--- config.mk ---
export PLATFORM = sky130hd
export DESIGN_NAME = ws2812_frame_sequencer
export DESIGN_NICKNAME = d
export VERILOG_FILES = /design/src/rtl/ws2812_frame_sequencer.sv
export SDC_FILE = /design/constraint.sdc
export NUM_CORES = 1
export LEC_CHECK = 0
export BUFFER_PORTS_ARGS = -buffer_cell sky130_fd_sc_hd__buf_2
export CORE_ASPECT_RATIO = 0.8
export CORE_MARGIN = 8
export CORE_UTILIZATION = 60
export CTS_CLUSTER_DIAMETER = 120
export CTS_CLUSTER_SIZE = 30
export DETAILED_ROUTE_END_ITERATION = 8
export PLACE_DENSITY = 0.8
export SLEW_MARGIN = 10
export SYNTH_ARGS = -nofsm -noshare
export SYNTH_HDL_FRONTEND = slang
export SYNTH_SLANG_ARGS = --single-unit
export TNS_END_PERCENT = 5
--- constraint.sdc ---
create_clock -name clk -period 2.9 [get_ports clk]
set_input_delay 0.58 -clock clk [delete_from_list [all_inputs] [get_ports clk]]
set_output_delay 0.58 -clock clk [all_outputs]
set_load 0.1 [all_outputs]
--- src/rtl/ws2812_frame_sequencer.sv ---
// Frame sequencer for the WS2812B chain: streams GRB pixels MSB-first as per-bit
// qmode codes to the NZR bitcode generator and closes each frame with a latch gap.
module ws2812_frame_sequencer #(
  parameter int NUM_LEDS    = 8,
  parameter int RESET_SLOTS = 40
) (
  input  logic        clk,
  input  logic        reset,
  input  logic        start,
  input  logic [23:0] pix_data,
  input  logic        pix_valid,
  output logic        pix_ready,
  output logic [1:0]  qmode,
  output logic        startcoding,
  input  logic        bdone,
  output logic        busy,
  output logic        frame_done,
  output logic        underrun
);

  localparam logic [1:0] ST_IDLE  = 2'd0;
  localparam logic [1:0] ST_LOAD  = 2'd1;
  localparam logic [1:0] ST_SEND  = 2'd2;
  localparam logic [1:0] ST_LATCH = 2'd3;

  localparam logic [1:0] Q_LOW     = 2'b10;
  localparam logic [7:0] LAST_LED  = 8'(NUM_LEDS);
  localparam logic [7:0] LAST_SLOT = 8'(RESET_SLOTS - 1);
  localparam logic [4:0] LAST_BIT  = 5'd23;

  logic [1:0]  state_reg, state_next;
  logic [23:0] shift_reg, shift_next;
  logic [23:0] buf_reg, buf_next;
  logic        buf_full_reg, buf_full_next;
  logic [4:0]  bit_idx_reg, bit_idx_next;
  logic [7:0]  led_cnt_reg, led_cnt_next;
  logic [7:0]  fetch_cnt_reg, fetch_cnt_next;
  logic [7:0]  slot_cnt_reg, slot_cnt_next;
  logic [1:0]  qmode_reg, qmode_next;
  logic        startcoding_reg, startcoding_next;
  logic        pix_ready_reg, pix_ready_next;
  logic        busy_reg, busy_next;
  logic        frame_done_reg, frame_done_next;
  logic        underrun_reg, underrun_next;
  logic        handshake;

  // pix_ready_reg is only ever high in LOAD/SEND, so it alone qualifies the handshake.
  assign handshake = pix_ready_reg & pix_valid;

  always_comb begin
    state_next       = state_reg;
    shift_next       = shift_reg;
    buf_next         = buf_reg;
    buf_full_next    = buf_full_reg;
    bit_idx_next     = bit_idx_reg;
    led_cnt_next     = led_cnt_reg;
    fetch_cnt_next   = fetch_cnt_reg;
    slot_cnt_next    = slot_cnt_reg;
    qmode_next       = qmode_reg;
    startcoding_next = startcoding_reg;
    frame_done_next  = 1'b0;
    underrun_next    = underrun_reg;

    case (state_reg)
      ST_IDLE: begin
        startcoding_next = 1'b1;
        qmode_next       = Q_LOW;
        if (start) begin
          state_next    = ST_LOAD;
          underrun_next = 1'b0;
        end
      end

      ST_LOAD: begin
        if (handshake) begin
          shift_next       = pix_data;
          qmode_next       = {1'b0, pix_data[23]};
          startcoding_next = 1'b0;
          bit_idx_next     = 5'd0;
          led_cnt_next     = 8'd1;
          fetch_cnt_next   = 8'd1;
          buf_full_next    = 1'b0;
          state_next       = ST_SEND;
        end
      end

      ST_SEND: begin
        if (handshake) begin
          buf_next       = pix_data;
          buf_full_next  = 1'b1;
          fetch_cnt_next = fetch_cnt_reg + 8'd1;
        end
        if (bdone) begin
          if (bit_idx_reg != LAST_BIT) begin
            // Rotate so the next bit to send is always at the top.
            bit_idx_next = bit_idx_reg + 5'd1;
            shift_next   = {shift_reg[22:0], shift_reg[23]};
            qmode_next   = {1'b0, shift_reg[22]};
          end else if (led_cnt_reg == LAST_LED) begin
            qmode_next    = Q_LOW;
            slot_cnt_next = 8'd0;
            state_next    = ST_LATCH;
          end else if (buf_full_reg) begin
            shift_next    = buf_reg;
            buf_full_next = 1'b0;
            led_cnt_next  = led_cnt_reg + 8'd1;
            bit_idx_next  = 5'd0;
            qmode_next    = {1'b0, buf_reg[23]};
          end else if (handshake) begin
            // Late pixel arriving on the boundary edge goes straight to the shifter.
            shift_next    = pix_data;
            buf_full_next = 1'b0;
            led_cnt_next  = led_cnt_reg + 8'd1;
            bit_idx_next  = 5'd0;
            qmode_next    = {1'b0, pix_data[23]};
          end else begin
            underrun_next = 1'b1;
            qmode_next    = Q_LOW;
            slot_cnt_next = 8'd0;
            state_next    = ST_LATCH;
          end
        end
      end

      default: begin
        qmode_next = Q_LOW;
        if (bdone) begin
          if (slot_cnt_reg == LAST_SLOT) begin
            startcoding_next = 1'b1;
            frame_done_next  = 1'b1;
            state_next       = ST_IDLE;
          end else begin
            slot_cnt_next = slot_cnt_reg + 8'd1;
          end
        end
      end
    endcase

    pix_ready_next = (state_next == ST_LOAD) ||
                     ((state_next == ST_SEND) && !buf_full_next && (fetch_cnt_next < LAST_LED));
    busy_next      = (state_next != ST_IDLE);
  end

  always_ff @(posedge clk) begin
    if (reset) begin
      state_reg       <= ST_IDLE;
      shift_reg       <= '0;
      buf_reg         <= '0;
      buf_full_reg    <= 1'b0;
      bit_idx_reg     <= '0;
      led_cnt_reg     <= '0;
      fetch_cnt_reg   <= '0;
      slot_cnt_reg    <= '0;
      qmode_reg       <= Q_LOW;
      startcoding_reg <= 1'b1;
      pix_ready_reg   <= 1'b0;
      busy_reg        <= 1'b0;
      frame_done_reg  <= 1'b0;
      underrun_reg    <= 1'b0;
    end else begin
      state_reg       <= state_next;
      shift_reg       <= shift_next;
      buf_reg         <= buf_next;
      buf_full_reg    <= buf_full_next;
      bit_idx_reg     <= bit_idx_next;
      led_cnt_reg     <= led_cnt_next;
      fetch_cnt_reg   <= fetch_cnt_next;
      slot_cnt_reg    <= slot_cnt_next;
      qmode_reg       <= qmode_next;
      startcoding_reg <= startcoding_next;
      pix_ready_reg   <= pix_ready_next;
      busy_reg        <= busy_next;
      frame_done_reg  <= frame_done_next;
      underrun_reg    <= underrun_next;
    end
  end

  assign pix_ready   = pix_ready_reg;
  assign qmode       = qmode_reg;
  assign startcoding = startcoding_reg;
  assign busy        = busy_reg;
  assign frame_done  = frame_done_reg;
  assign underrun    = underrun_reg;

endmodule

# --- Word level (Yosys, flattened, before mapping) ---
# Cells that the tools add are included.
totals:
  output_inout_bits: 7
  input_bits: 29
  regBits: 87
  elab_cells: 128
classes:
  addsub: 4
  bitwise: 4
  eq_ne: 19
  reduce_logical: 19
  n_mux: 67
  order_cmp: 1
ops:
  columns: ["op", "count"]
  rows:
  - ["$mux W24", 5]
  - ["$mux W8", 15]
  - ["$pmux W24 S2", 1]
  - ["$pmux W8 S2", 3]
  - ["$mux W2", 15]
  - ["$mux W5", 5]
  - ["$add A8 B1 Y8 const B", 3]
  - ["$mux W1", 17]
  - ["$ne A2 B2 Y1 const B", 7]
  - ["$ne A3 B3 Y1 const B", 4]
  - ["$reduce_and A6 Y1", 2]
  - ["$pmux W5 S2", 1]
  - ["$eq A8 B4 Y1 const B", 1]
  - ["$eq A8 B6 Y1 const B", 1]
  - ["$lt A8 B4 Y1 const B", 1]
  - ["$reduce_and A7 Y1", 1]
  - ["$pmux W2 S3", 1]
  - ["$reduce_bool A2 Y1", 3]
  - ["$reduce_bool A3 Y1", 2]
  - ["$add A5 B1 Y5 const B", 1]
  - ["$ne A5 B5 Y1 const B", 1]
  - ["$reduce_or A5 Y1", 1]
  - ["$eq A2 B1 Y1 const B", 2]
  - ["$eq A2 B2 Y1 const B", 2]
  - ["14 further kinds", 19]

# --- Logic depth before layout (Yosys ltp) ---
# Gate-level depths: netlist of run 1.
depth:
  depth_word: 12
  mapped_depth: 10
  depth_no_buf: 8

# --- Worst setup path after synthesis of run 1 ---
# Ideal clock, no wire load.
synth_timing:
  path_kind: "register to register"
  startpoint: "reg pix_ready_reg, in the netlist pix_ready"
  endpoint: "reg pix_ready_reg, in the netlist pix_ready"
  n_path_buf: 0
  path_stages_with_launch: 7
  t_required_ns: 2.830
  synth_period_minus_slack_ns: 2.635
  arrival_time_ns: 2.565
  setup_time_ns: 0.070
  path_slack_ns: 0.265
  cell_sequence: "dfxtp_1 nand2_1 o211a_1 a211oi_1 nand3_1 or4_1 a21oi_1"
synth_via:
  elab_chain_len: 12
  word_cells_on_any_way: 26
  cone_classes: "order compare (1); eq/ne (2); mux (18); bitwise (1); reduce/logical (4)"
synth_lines:
  columns: ["element", "line_no", "text"]
  rows:
  - ["from (decl)", "41", "logic pix_ready_reg, pix_ready_next;"]
  - ["from (signal assigned)", "171", "pix_ready_reg <= pix_ready_next;"]
  - ["$and A1 B1 Y1 (*)", "48", "assign handshake = pix_ready_reg & pix_valid;"]
  - ["$mux W1", "88", "if (handshake) begin"]
  - ["$mux W1", "109", "end else if (handshake) begin"]
  - ["$mux W1", "103", "end else if (buf_full_reg) begin"]
  - ["$mux W1", "99", "end else if (led_cnt_reg == LAST_LED) begin"]
  - ["$mux W1", "94", "if (bit_idx_reg != LAST_BIT) begin"]
  - ["$mux W1", "93", "if (bdone) begin"]
  - ["$pmux W1 S2", "64", "case (state_reg)"]
  - ["$logic_not A1 Y1", "140", "((state_next == ST_SEND) && !buf_full_next && (fetch_cnt_next < LAST_LED));"]
  - ["$logic_and A1 B1 Y1 (2 in series)", "140", null]
  - ["$logic_or A1 B1 Y1 (*)", "139", "pix_ready_next = (state_next == ST_LOAD) ||"]
# Every way passes the cells marked *; elsewhere a longest branch is shown, timed or not.
# A chain may end at the register's enable or synchronous reset.

# --- Worst setup path after layout of run 1 ---
layout_timing:
  startpoint: "reg state_reg[0]"
  endpoint: "reg pix_ready_reg, in the netlist pix_ready"
layout_via:
  elab_chain_len: 10
  word_cells_on_any_way: 22
  cone_classes: "order compare (1); eq/ne (4); mux (12); reduce/logical (5)"
layout_lines:
  columns: ["element", "line_no", "text"]
  rows:
  - ["from (decl)", "31", "logic [1:0] state_reg, state_next;"]
  - ["from (signal assigned)", "161", "state_reg <= state_next;"]
  - ["$mux W2", "109", null]
  - ["$mux W2", "103", null]
  - ["$mux W2", "99", null]
  - ["$mux W2", "94", null]
  - ["$mux W2", "93", null]
  - ["$pmux W2 S3", "64", null]
  - ["$eq A2 B2 Y1", "140", null]
  - ["$logic_and A1 B1 Y1 (2 in series)", "140", null]
  - ["$logic_or A1 B1 Y1 (*)", "139", null]
# Marks and branches as above.

==> key figures, run 1 <==
Placed design
  • RD Place Congestion: slightly below 0.9
  • DP HPWL: 6.932 mm
  • Place WS: ~360 ps
  • Cell total after placement: 615
  • I/O Buffers: 35

Timing
  • Hold Fails Final Rpt: 0
  • Setup TNS Final: 0 ps
  • Clk_skew: around 12 ps
  • Hold slack: approximately 460 ps
  • Fin worst setup slack: around 310 ps
  • Finish-stage setup viols: 0
  • RSZ-0062 raised after global routing: false
  • Fin. max-slew vios: 0
  • Fin crit period: roughly 2600 ps
  • Tcrit/Tclk final: between 80 and 90%
  • Max Freq: around 390 MHz
  • Slew margin rel.: roughly two fifths
  • Actual slew at the worst max-slew pin: 900.8 ps

Logic synthesis
  • Yosys reg bits: 87
  • Synth top area cells: dfxtp_1 (40%), o211a_1 (6.7%), nand2_1 (6.5%)
  • Library cells used by synthesis: just under 70
  • Share of the synthesized area in the top cell type: between 40 and 50%
  • Ys flop type: dfxtp_1
  • Synth warn: 0
  • Post-synth ARST share: 0%
  • Part of the Yosys area used for sequential elements: between 40% and 50%
  • Syn nets: about 550
  • Post-synth EDFFs: 0
  • Post-synthesis cell area: roughly 4300 sq um
  • Cell accounting for the most synthesized area: dfxtp_1
  • Mean post-synth cell area: around 8.4 sq um
  • Synth Instances: between 500 and 600

Min path
  • Hold Crit Start: pix_data[17]
  • Hold Crit Depth: 3
  • Hold EP: buf_reg[17]
  • Hold Path Class: in -> reg

Finish
  • # fillers: roughly 570
  • Nets: 577
  • Most common cell after layout, fill and taps aside: dfxtp_1
  • Most frequent cells in the layout: dfxtp_1 (87), nand2_1 (75), nor2_1 (60)
  • N_diodes: 0
  • Final cell count without fillers: 630
  • Share of layout cells above drive strength 1: 15.65%
  • Area grow syn2layout: 9.518%

Routing
  • Pre-antenna DRT Iters: 5
  • Routed Antenna Nets: 0
  • Initial DRC count: 289
  • Routed wire length per instance: 16.37 um
  • DRC violations left: 0
  • Vias: approximately 3,900
  • Final wirelength: between 10 and 15 mm
  • Post-DR vias/cell: between 6 and 7

Clocking
  • Hold-fix buffers at CTS: 0
  • Clk sinks: 87
  • Clk buf depth: 2
  • CTS tree: done
  • Worst-path clk slew: 90 ps
  • Worst skew pair latency: 360 ps
  • Num CTS Buffers: 9
  • Number of post-CTS setup repair buffers: 0
  • Root Buffer: clkbuf_8
  • CTS resizes: 0
  • H-tree depth: 3

Power
  • Pwr Density: roughly 540 nW/um^2
  • Pleak: 2.089 nW
  • Tot Pwr: between 2 and 3 mW
  • Worst vdd ir: roughly 0.3 mV

Setup path
  • Critical-path maximum fanout: 20
  • Reg2reg end: pix_ready
  • Worst r2r src: state_reg[0]
  • CP startpoint kind: flip-flop
  • Kind of critical path: reg -> reg
  • Worst reg2reg path depth: 9
  • Critical Path End Type: flip-flop
  • Crit path arrival time: about 2900 ps
  • Flop2flop setup slack: between 300 and 400 ps
  • WP data required: 3190 ps

Global route
  • Most used routing layer: met2
  • Vias in the first global route: 3,638
  • Congestion Overflow GR: 0
  • Largest net degree at the start of global routing: 31
  • Met1 GRT Util: 26.87%
  • First-pass GRT wire length: 17.58 mm
  • Met2 usage: 31.42%
  • Total GRT Usage: 20.08%
  • GRT met3 Usage: around 5.2%
  • Initial antenna violation count: 0

Floorplan
  • Chip width: about 110 um
  • Die height: between 90 and 100 um
  • Initial Util: between 60% and 70%
  • Core area: around 7000 sq um
  • Io pins: 36
  • Die ar.: a little over 10,000 sq um
  • # rows: 27

Outcome
  • Status: completed

Flow run
  • Max-Cap Viols: 0
synth_stat cells (all sizes together) (6+ instances only):
master / n
clkbuf: 21
dfxtp: 87
xor2: 12
nor2: 60
a21oi: 40
nand2: 76
a211oi: 6
o211a: 29
nand4: 8
o22ai: 24
o21ai: 35
buf: 10
ha: 9
inv: 9
nand3: 19
through the flow:
stage / util [%] / cell area, sq um
floorplan: - / 4312
global placement: 65.00 / 4502
detailed placement: 65.00 / 4502
CTS: 68.18 / 4722
global route: 68.18 / 4722
finish: 68.18 / 4722
worst max-delay path by stage:
stage | startpoint | endpoint | slack [ps] | depth (start not counted)
after floorplan | pix_ready | pix_ready | 260 | 6
after global placement | state_reg[0] | pix_ready | 500 | 8
after detailed placement | state_reg[0] | pix_ready | 360 | 9
after CTS | state_reg[0] | pix_ready | 340 | 9
after global routing | state_reg[0] | pix_ready | 90 | 9
final | state_reg[0] | pix_ready | 310 | 9
layout make-up:
type | instances | area [sq um] | area share (%)
clock inverters | 5 | 82.58 | 1.749
inverters | 9 | 33.78 | 0.7154
multi-input cells | 385 | 2352 | 49.81
flip-flops and latches | 87 | 1742 | 36.88
repair buffers | 47 | 265.3 | 5.617
clock buffers | 10 | 137.6 | 2.915
well taps | 87 | 108.9 | 2.305
power by group:
part,switching (mW),internal [mW],total [mW]
clock network,0.435,0.506,0.941
logic,0.248,0.108,0.356
registers,0.0266,1.22,1.25
total,0.709,1.84,2.55
routing by layer:
metal | wire length [um] | vias to the layer above | part of all wire, %
met5 | 0 | - | 0
met4 | 83 | 0 | 0.80
met3 | 778 | 13 | 7.5
met2 | 4653 | 144 | 45
met1 | 4800 | 1865 | 47
li1 | - | 1904 | -
worst max-delay path, cell delays in order, from the launching register on:
cell      delay, ps
dfxtp_1         430
inv_1           100
ha_1            460
buf_4           290
nand2_1         100
nor4_1           60
a211oi_1        330
nand3_1         110
or4_1           510
a21oi_1         130
cells by family (layout without fill, tap and decap cells):
family | after synthesis | in the layout | synth area share (%)
compound gates | 160 | 160 | 26.06
xor+xnor | 12 | 12 | 2.438
fa+ha+maj | 9 | 9 | 2.612
buf+inv | 42 | 71 | 5.136
flops | 87 | 87 | 40.39
mux | 3 | 3 | 0.7255
simple gates | 201 | 201 | 22.64
Power figures use the tool's default switching activity.
==> inputs of run 2 (changes only) <==
--- a/config.mk
+++ b/config.mk
@@ -8,11 +8,10 @@
 export BUFFER_PORTS_ARGS = -buffer_cell sky130_fd_sc_hd__buf_2
 export CORE_ASPECT_RATIO = 0.8
 export CORE_MARGIN = 8
-export CORE_UTILIZATION = 60
+export CORE_UTILIZATION = 35
 export CTS_CLUSTER_DIAMETER = 120
 export CTS_CLUSTER_SIZE = 30
 export DETAILED_ROUTE_END_ITERATION = 8
-export PLACE_DENSITY = 0.8
 export SLEW_MARGIN = 10
 export SYNTH_ARGS = -nofsm -noshare
 export SYNTH_HDL_FRONTEND = slang
==> run 2 against run 1 <==
  * Critical path depth decreased by 1
  * Worst setup slack improved by 50 ps
  * Combinational power increased by 3%
  * Via count decreased by 0.74%
  * Register-to-register slack improved by 50 ps
  * Count of clock-buffer cells in the layout decreased by 1
  * Clock skew decreased by 4.3 ps
  * Final cell count increased by 11%
  * Sequential power about the same
  * Non-clock buffer count increased by 2
  * Power increased by 8.0%
  * Clock power increased by 20%
==> key figures, run 2 (synthesis results as in run 1) <==
Setup path
  • Critical Path End Type: flip-flop
  • Critical-path maximum fanout: 26
  • Kind of critical path: reg -> reg
  • Worst r2r src: state_reg[0]
  • Reg2reg end: pix_ready
  • Worst reg2reg path depth: 8
  • Crit path arrival time: between 2000 and 3000 ps
  • CP startpoint kind: flip-flop
  • Flop2flop setup slack: roughly 360 ps
  • WP data required: around 3200 ps

Timing
  • Fin. max-slew vios: 0
  • Slew margin rel.: a little over 40%
  • Clk_skew: about 8.1 ps
  • Max Freq: a little under 400 MHz
  • RSZ-0062 raised after global routing: false
  • Finish-stage setup viols: 0
  • Setup TNS Final: 0 ps
  • Fin crit period: about 2500 ps
  • Tcrit/Tclk final: 87.60%
  • Fin worst setup slack: between 300 and 400 ps
  • Actual slew at the worst max-slew pin: 896.8 ps
  • Hold Fails Final Rpt: 0

Clocking
  • Clk sinks: between 80 and 90
  • CTS tree: done
  • H-tree depth: 3
  • CTS resizes: 0
  • Worst skew pair latency: about 350 ps
  • Hold-fix buffers at CTS: 0
  • Worst-path clk slew: about 60 ps
  • Number of post-CTS setup repair buffers: 0
  • Clk buf depth: 2
  • Num CTS Buffers: 9
  • Root Buffer: clkbuf_16

Finish
  • Area grow syn2layout: 13.90%
  • Most frequent cells in the layout: dfxtp_1 (87), nand2_1 (75), nor2_1 (60)
  • Share of layout cells above drive strength 1: about 16%
  • N_diodes: 0
  • Most common cell after layout, fill and taps aside: dfxtp_1
  • Layout Utilization: between 40% and 50%
  • Final cell count without fillers: about 700
  • Nets: around 580

Min path
  • Hold EP: buf_reg[18]
  • Hold Crit Start: buf_reg[18]
  • Hold Crit Depth: 2
  • Hold Path Class: reg -> reg

Placed design
  • Place WS: roughly 440 ps
  • Cell total after placement: 682
  • RD Place Congestion: 0.8251
  • DP HPWL: approximately 7 mm
  • I/O Buffers: 35

Power
  • Pleak: between 2 and 2.5 nW
  • Reg power frac: around 46%
  • Clock network power share: ~40%
  • Combinational fraction of design power: a little over an eighth
  • Worst vdd ir: approximately 0.29 mV
  • Switch Pwr: 753.0 uW
  • Pwr Density: between 500 and 600 nW/um^2
  • Internal power: ~2.0 mW
  • Tot Pwr: ~2.7 mW
  • Switching part of the total power: between 20 and 30%

Global route
  • Total GRT Usage: 14.18%
  • Largest net degree at the start of global routing: about 50
  • Vias in the first global route: approximately 3,700
  • Initial antenna violation count: 0
  • First-pass GRT wire length: 18.51 mm
  • Congestion Overflow GR: 0

Floorplan
  • Io pins: 36
  • Core area: 12,120 sq um
  • Die height: between 100 and 150 um
  • Initial Util: between 30 and 40%
  • # rows: 36
  • Chip width: ~140 um
  • Die ar.: between 15,000 and 20,000 sq um

Routing
  • Pre-antenna DRT Iters: 6
  • Initial DRC count: 416
  • Routed wire length per instance: 15.99 um
  • Vias: around 4,000
  • DRC violations left: 0
  • Post-DR vias/cell: ~5.6
  • Final wirelength: between 10 and 15 mm
  • Routed Antenna Nets: 0

Outcome
  • Status: completed

Flow run
  • Max-Cap Viols: 0
==> run 2: layout make-up <==
cell class              instances  area, sq um
fillers                      1207         7206
clock inverters                 6        62.56
flip-flops and latches         87         1742
multi-input cells             385         2352
well taps                     152        190.2
repair buffers                 49        305.3
inverters                       9        33.78
clock buffers                   9        225.2
==> run 2: per-stage QoR <==
step	instance area [sq um]	hold WS, ps
finish	4911	454.6
global route	4911	471.2
CTS	4911	457.4
detailed placement	4623	448.5
global placement	4623	442.1
floorplan	4312	436.5
==> run 2: worst max path at each step <==
stage	from	endpoint	slack [ps]	cells past startpoint
after detailed placement	state_reg[0]	pix_ready	440	8
after global routing	state_reg[0]	pix_ready	220	8
after CTS	state_reg[0]	pix_ready	420	8
final	state_reg[0]	pix_ready	360	8
after global placement	state_reg[0]	pix_ready	490	8
after floorplan	pix_ready	pix_ready	260	6
==> run 2: power by group through the flow <==
stage / clock network [mW] / logic (mW) / registers, mW
2_1_floorplan: 0 / 0.205 / 1.33
3_3_place_gp: 0 / 0.358 / 1.28
3_5_place_dp: 0 / 0.362 / 1.28
4_1_cts: 1.16 / 0.364 / 1.25
5_1_grt: 1.23 / 0.395 / 1.26
6_report: 1.13 / 0.365 / 1.25
==> run 2: worst max-delay path: stages, from the launching register on <==
cell and delay (ps):
dfxtp_1 440, inv_1 100, ha_1 520, nor2_1 260
nand2_1 70, o211a_1 210, or2_1 220, or4_1 510
a21oi_1 130
==> run 2: metal layers <==
metal / global-route usage [%] / wire (um) / up-vias
met1: 18.33 / 5422 / 1870
met2: 22.14 / 4966 / 100
met5: 0 / 0 / -
li1: - / - / 1913
met3: 4.108 / 590 / 14
met4: 5.123 / 163 / 0
==> inputs of run 3 (changes only) <==
--- a/config.mk
+++ b/config.mk
@@ -6,9 +6,8 @@
 export NUM_CORES = 1
 export LEC_CHECK = 0
 export BUFFER_PORTS_ARGS = -buffer_cell sky130_fd_sc_hd__buf_2
-export CORE_ASPECT_RATIO = 0.8
 export CORE_MARGIN = 8
-export CORE_UTILIZATION = 35
+export CORE_UTILIZATION = 40
 export CTS_CLUSTER_DIAMETER = 120
 export CTS_CLUSTER_SIZE = 30
 export DETAILED_ROUTE_END_ITERATION = 8
==> run 3 against run 2 <==
  * Power shrank 9.4%
  * Sequential power about the same
  * Utilization increased by 4.3 points
  * Critical path type unchanged
  * Design area fell by 2.4%
  * Register-to-register slack better by 40 ps
  * Sequential share of layout area increased by 0.87 points
  * Combinational power is 3% lower
==> key figures, run 3 (synthesis results as in run 1) <==
Finish
  • Multi-input logic area: between 2000 and 2500 sq um
  • N_diodes: 0
  • Nets: between 500 and 600
  • Layout Utilization: between 40% and 50%
  • Final cell count without fillers: roughly 700
  • Share of layout cells above drive strength 1: between 15 and 20%
  • Reg area: 1742 sq um
  • Most common cell after layout, fill and taps aside: dfxtp_1
  • Fin area: 4793 sq um
  • Most frequent cells in the layout: dfxtp_1 (87), nand2_1 (75), nor2_1 (60)
  • Area grow syn2layout: 11.17%
  • # fillers: ~1,100

Flow run
  • Max-Cap Viols: 0

Routing
  • Post-DR vias/cell: approximately 5.5
  • Met2 wire length: between 4 and 5 mm
  • Top sig layer: met5
  • Pre-antenna DRT Iters: 4
  • DRC violations left: 0
  • Met3 routed WL: approximately 520 um
  • WL met1: around 5 mm
  • Initial DRC count: between 200 and 250
  • Final wirelength: about 11 mm
  • Routed Antenna Nets: 0
  • Routed wire length per instance: about 15 um
  • Vias: between 3,000 and 4,000

Timing
  • Clk_skew: between 10 and 15 ps
  • Fin. max-slew vios: 0
  • Tcrit/Tclk final: between 80% and 90%
  • Slew margin rel.: a little under half
  • Fin worst setup slack: ~400 ps
  • Hold slack: 444.6 ps
  • Max Freq: about 400 MHz
  • Actual slew at the worst max-slew pin: around 800 ps
  • Fin crit period: 2496 ps
  • Finish-stage setup viols: 0
  • Hold Fails Final Rpt: 0
  • RSZ-0062 raised after global routing: false
  • Setup TNS Final: 0 ps

Power
  • Pwr Density: between 500 and 600 nW/um^2
  • Tot Pwr: about 2.5 mW
  • Pleak: roughly 2.1 nW
  • Worst vdd ir: roughly 0.4 mV

Floorplan
  • Core area: 10,700 sq um
  • Die height: 119.8 um
  • Initial Util: 40.30%
  • # rows: 38
  • Die ar.: 14,360 sq um
  • Chip width: between 100 and 150 um
  • Io pins: 36

Min path
  • Hold Crit Depth: 3
  • Hold Crit Start: pix_data[10]
  • Hold Path Class: in -> reg

Setup path
  • Crit path arrival time: 2790 ps
  • Worst r2r src: state_reg[0]
  • Kind of critical path: reg -> reg
  • Critical-path maximum fanout: 22
  • Worst reg2reg path depth: 7
  • WP data required: ~3200 ps
  • CP startpoint kind: flip-flop
  • Critical Path End Type: flip-flop
  • Critical Path Start: state_reg[0]

Clocking
  • CTS resizes: 0
  • Root Buffer: clkbuf_8
  • H-tree depth: 3
  • Worst-path clk slew: around 90 ps
  • Number of post-CTS setup repair buffers: 0
  • CTS tree: done
  • Hold-fix buffers at CTS: 0
  • Clk sinks: 87
  • Clk buf depth: 2
  • Num CTS Buffers: 9
  • Worst skew pair latency: 370 ps

Outcome
  • Status: completed

Placed design
  • Place WS: 414.7 ps
  • I/O Buffers: 35
  • Cell total after placement: between 600 and 700
  • RD Place Congestion: approximately 0.82
  • Placed Area: 4588 sq um
  • DP HPWL: between 6 and 7 mm

Global route
  • Total GRT Usage: between 15 and 20%
  • Initial antenna violation count: 1
  • Largest net degree at the start of global routing: 34
  • Vias in the first global route: 3,752
  • Congestion Overflow GR: 0
  • First-pass GRT wire length: between 15 and 20 mm
-- run 3: changes by cell type in the layout (fill, tap and decap cells not counted), sizes merged --
| cell | previous run | this run |
|---|---|---|
| clkbuf | 9 | 11 |
| clkinvlp | 3 | 1 |
| inv | 9 | 11 |
| buf | 49 | 48 |
| clkinv | 2 | 1 |
-- run 3: layer usage --
layer	global-route usage, %	up-vias
li1	-	1907
met1	17.76	1790
met2	25.50	82
met3	4.697	16
met4	5.308	2
met5	0	-
-- run 3: worst paths after layout --
| check | slack, ps | to |
|---|---|---|
| setup / recovery | 400 | pix_ready |
| hold / removal | 440 | buf_reg[10] |
| setup reg to reg | 400 | pix_ready |
| hold reg to reg | 460 | buf_reg[22] |
-- run 3: worst max-delay path: stages, from the launching register on --
cell and delay [ps]:
dfxtp_1 370, inv_1 100, ha_1 680, nand3_1 320, o221ai_1 290, o21ai_2 130, or4_1 400, a21oi_1 130
-- run 3: final cells by class --
class                      instances  share of cell area (%)
clock inverter                     5                   1.331
timing repair buffer              48                   5.951
sequential                        87                   36.34
inverter                           9                  0.7048
clock buffer                      11                   2.950
multi-input combinational        385                   49.07
tap                              140                   3.654
-- run 3: where the power goes --
group / switching (mW) / total, mW / internal (mW)
registers: 0.0250 / 1.25 / 1.22
clock network: 0.459 / 0.888 / 0.430
logic: 0.243 / 0.354 / 0.111
